File: config.mk
export PLATFORM = sky130hd
export DESIGN_NAME = demux1x8_tdm
export DESIGN_NICKNAME = d
export VERILOG_FILES = /design/src/rtl/demux1x8_tdm.sv
export SDC_FILE = /design/constraint.sdc
export NUM_CORES = 1
export LEC_CHECK = 0
export ABC_AREA = 0
export CAP_MARGIN = 15
export CORE_MARGIN = 3
export CORE_UTILIZATION = 40
export CTS_CLUSTER_SIZE = 12
export DETAILED_ROUTE_END_ITERATION = 8
export PLACE_DENSITY = 0.67
export SLEW_MARGIN = 10
export SYNTH_ARGS = -nofsm -noshare
export SYNTH_HDL_FRONTEND = slang
export SYNTH_SLANG_ARGS = --single-unit
export TNS_END_PERCENT = 5
File: constraint.sdc
create_clock -name clk -period 2.2 [get_ports clk]
set_input_delay 0.44 -clock clk [delete_from_list [all_inputs] [get_ports clk]]
set_output_delay 0.44 -clock clk [all_outputs]
set_load 0.02 [all_outputs]
File: src/rtl/demux1x8_tdm.sv
// 1-to-8 TDM serial demultiplexer: routes valid serial bits to slots 0..7 and
// emits completed frames. Define DEMUX_PARITY_EN to add a 9th even-parity slot.
module demux1x8_tdm (
  input  logic       clk,
  input  logic       rst_n,
  input  logic       din,
  input  logic       din_valid,
  input  logic       sync,
  output logic [7:0] y,
  output logic [7:0] frame,
  output logic       frame_valid,
  output logic [2:0] slot,
  output logic       parity_err
);

`ifdef DEMUX_PARITY_EN
  localparam int unsigned SW = 4;
`else
  localparam int unsigned SW = 3;
`endif

  typedef enum logic [SW-1:0] {
    S0, S1, S2, S3, S4, S5, S6, S7
`ifdef DEMUX_PARITY_EN
    , SP
`endif
  } state_e;

  state_e     state;
  logic [7:0] collect;
  logic [7:0] col_next;
  logic [2:0] s_idx;

  // sync forces the incoming bit to slot 0 and restarts collection
  always_comb begin
    s_idx           = sync ? 3'd0 : state[2:0];
    col_next        = sync ? '0 : collect;
    col_next[s_idx] = din;
  end

`ifdef DEMUX_PARITY_EN
  // SP is not a data slot; report 0 there since the next data bit lands in slot 0
  assign slot = (state == SP) ? 3'd0 : state[2:0];
`else
  assign slot = state[2:0];
`endif

  always_ff @(posedge clk) begin
    if (!rst_n) begin
      state       <= S0;
      y           <= '0;
      frame       <= '0;
      frame_valid <= 1'b0;
      parity_err  <= 1'b0;
      collect     <= '0;
    end else begin
      frame_valid <= 1'b0;
      parity_err  <= 1'b0;
      if (din_valid) begin
`ifdef DEMUX_PARITY_EN
        if (state == SP && !sync) begin
          frame       <= collect;
          frame_valid <= 1'b1;
          parity_err  <= ^collect ^ din;
          collect     <= '0;
          state       <= S0;
        end else
`endif
        begin
          y[s_idx] <= din;
          collect  <= col_next;
          if (s_idx == 3'd7) begin
`ifdef DEMUX_PARITY_EN
            state <= SP;
`else
            frame       <= col_next;
            frame_valid <= 1'b1;
            collect     <= '0;
            state       <= S0;
`endif
          end else begin
            state <= state_e'(SW'(s_idx) + SW'(1));
          end
        end
      end else if (sync) begin
        state   <= S0;
        collect <= '0;
      end
    end
  end

endmodule

==> out/qor.csv <==
stage;metric;value;unit
detailed_routing;wl_per_cell;13.8;microns
finish;register_area;561;sq um
floorplan;die_h;62.7;microns
timing;whs;0.466;ns
worst_setup_path;ff2ff_setup_slack;0.45;ns
floorplan;die_w;62.7;microns
clock_network;root_buffer;clkbuf_4;
floorplan;die-area;3930;sq um
detailed_routing;dr.pass1.iters;4;
synth;synth_fp_nets;155;
run;drv_cap;0;
finish;antenna_cells;0;
timing;clock_skew;0.00247;ns
hold_path;min-delay-path-class;flop to flop;
worst_setup_path;crit_required;1.76;ns
floorplan;core;2900;sq um
pwr;comb_power_share;11.8;%
synth;synthDistinctLibCells;31;
floorplan;ios;26;
placed_design;dp_slack;-0.106;ns
detailed_routing;drc_errors;0;
hold_path;holdPathStages;2;
synth;netlist_area;1280;sq um
clock_network;htree_num_levels;1;
clock_network;clkLatencyLatePin;0.33;ns
detailed_routing;dr_total_vias;1157;
pwr;seqPwrFrac;62.8;%
timing;clock.fmax;0.485;GHz
pwr;p_int;619;uW
synth;yosysWarnings;0;
floorplan;initial_utilization;44.3;%
timing;hold_viol;0;
floorplan;rows;19;
placed_design;dpl.hpwl;2130;microns
synth;yosys_register_bits;28;
global_route;overflow;0;
finish;nFillCells;275;
clock_network;cts_setup_buffers;0;
timing;worst_slack;0.137;ns
status;outcome;completed;
pwr;power_switching;204;uW
clock_network;cts_tree;done;
pwr;power;823;uW
finish;post-route-util;56.9;%
pwr;clockPowerShare;25.4;%
synth;avgSynthCellArea;8.67;sq um
finish;mostFrequentLayoutCells;dfxtp_1, clkdlybuf4s50_1, o21ai_0;
pwr;p_leak;0.621;nW
clock_network;cts_hold_buf;0;
pwr;ir_worst_vdd;0.243;mV
worst_setup_path;reg2regPathDepth;7;
pwr;power_density;498;nW/um^2
global_route;grt_max_degree;19;
finish;syn_to_final_growth;28.6;%
timing;finalSetupTns;0;ns
clock_network;cts_sinks;28;
worst_setup_path;crit_arrival;1.62;ns
synth;synth_area_leaders;dfxtp_1, mux2i_1, o21ai_0;
placed_design;dpl.cell_count;217;
global_route;grt_util_all_layers;16.5;%
synth;yosysTopAreaCell;dfxtp_1;
clock_network;cts_buffers;3;
timing;rsz0062_at_grt;no;
finish;layout-drive-gt1-share;11.2;%
pwr;swShare;24.8;%
synth;yosysSeqAreaShare;43.7;%
detailed_routing;drtIter0Drc;80;
finish;multi_input_area;651;sq um
clock_network;post_cts_resized;0;
placed_design;io_buffers;24;
clock_network;cts.reportedPaths.clkPinSlew;0.14;ns
detailed_routing;drtAntennaViolNets;0;
finish;fin_cells;220;
finish;final_cell_area;1650;sq um
finish;final_nets;187;
global_route;grt_pass1_wl;5270;microns
timing;fin_crit_sh;93.8;%
timing;setup_violations;0;
worst_setup_path;cp-end-kind;primary output;
timing;fin_crit;2.06;ns
timing;final_max_slew_viol_count;0;
global_route;grt_pass1_vias;1102;
placed_design;placed_area;1630;sq um
synth;yosys.area.top_type_share;43.7;%
worst_setup_path;start_kind;flop;
placed_design;gp_congestion;0.798;
detailed_routing;totalWireLength;3040;microns
clock_network;cts_max_path_buffers;2;
finish;layout_commonest_cell;dfxtp_1;
global_route;antenna_found_initial;0;
worst_setup_path;critPathMaxFanout;15;
synth;syn-instance-count;148;
worst_setup_path;path_class;flop to primary output;
detailed_routing;viasPerCell;5.26;
-- flip-flops by register name, summed over array words and instances, names as in the netlist --
register and count:
collect 8, frame 8, y 8, slot 3
frame_valid 1
-- layout make-up --
| cell class | count | share of cell area (%) |
|---|---|---|
| clock buffer | 3 | 1.36 |
| sequential | 28 | 34.0 |
| tap | 42 | 3.18 |
| timing repair buffer | 39 | 21.4 |
| multi-input combinational | 105 | 39.4 |
| inverter | 3 | 0.682 |
-- Yosys cell counts, drive strengths merged --
library cell / number
o41ai: 1
a211o: 1
o21ai: 18
o211a: 1
nand3b: 4
a21oi: 8
nand2b: 4
o31ai: 5
inv: 3
nor3: 2
nand2: 15
a311oi: 1
nor3b: 6
nor2b: 2
or3: 1
dfxtp: 28
buf: 7
and3b: 1
xnor2: 1
nand3: 16
and2: 2
clkbuf: 5
nor2: 3
or4b: 1
mux2i: 9
conb: 1
ha: 2
-- metal layers --
layer  vias up  GRT usage [%]  wire length (microns)  share of wire, %
met1       527           23.3                   1440                47
li1        579              -                      -                 -
met3         5           3.24                    219               7.2
met4         0           6.61                     49               1.6
met5         -              0                      0                 0
met2        46           24.4                   1330                44
-- critical path: stages, from the launching register on --
cell             delay, ns
dfxtp_1               0.43
buf_4                 0.24
clkdlybuf4s50_1       0.63
-- worst paths after layout --
check / start / endpoint
setup / recovery: slot[0]$_SDFF_PN0_ / slot[0]
hold / removal: y[0]$_SDFFE_PN0P_ / y[0]$_SDFFE_PN0P_
setup reg to reg: slot[0]$_SDFF_PN0_ / frame[2]$_SDFFE_PN0P_
hold reg to reg: y[0]$_SDFFE_PN0P_ / y[0]$_SDFFE_PN0P_
-- power by group through the flow --
stage	clock network [mW]	logic, mW	registers [mW]
after floorplan	0	0.0540	0.531
after global placement	0	0.0958	0.527
after detailed placement	0	0.0964	0.527
after CTS	0.218	0.0967	0.516
after global routing	0.236	0.106	0.518
final	0.209	0.0969	0.516
-- logic make-up after synthesis --
family,synth area share [%]
and+or+nand+nor,24.4
AOI/OAI and AO/OA,16.4
DFF,43.7
buffers and inverters,5.65
muxes,7.02
adders and majority gates,1.95
other,0.292
xor gates and xnor gates,0.682
No activity file was read; power rests on OpenSTA's default activity.
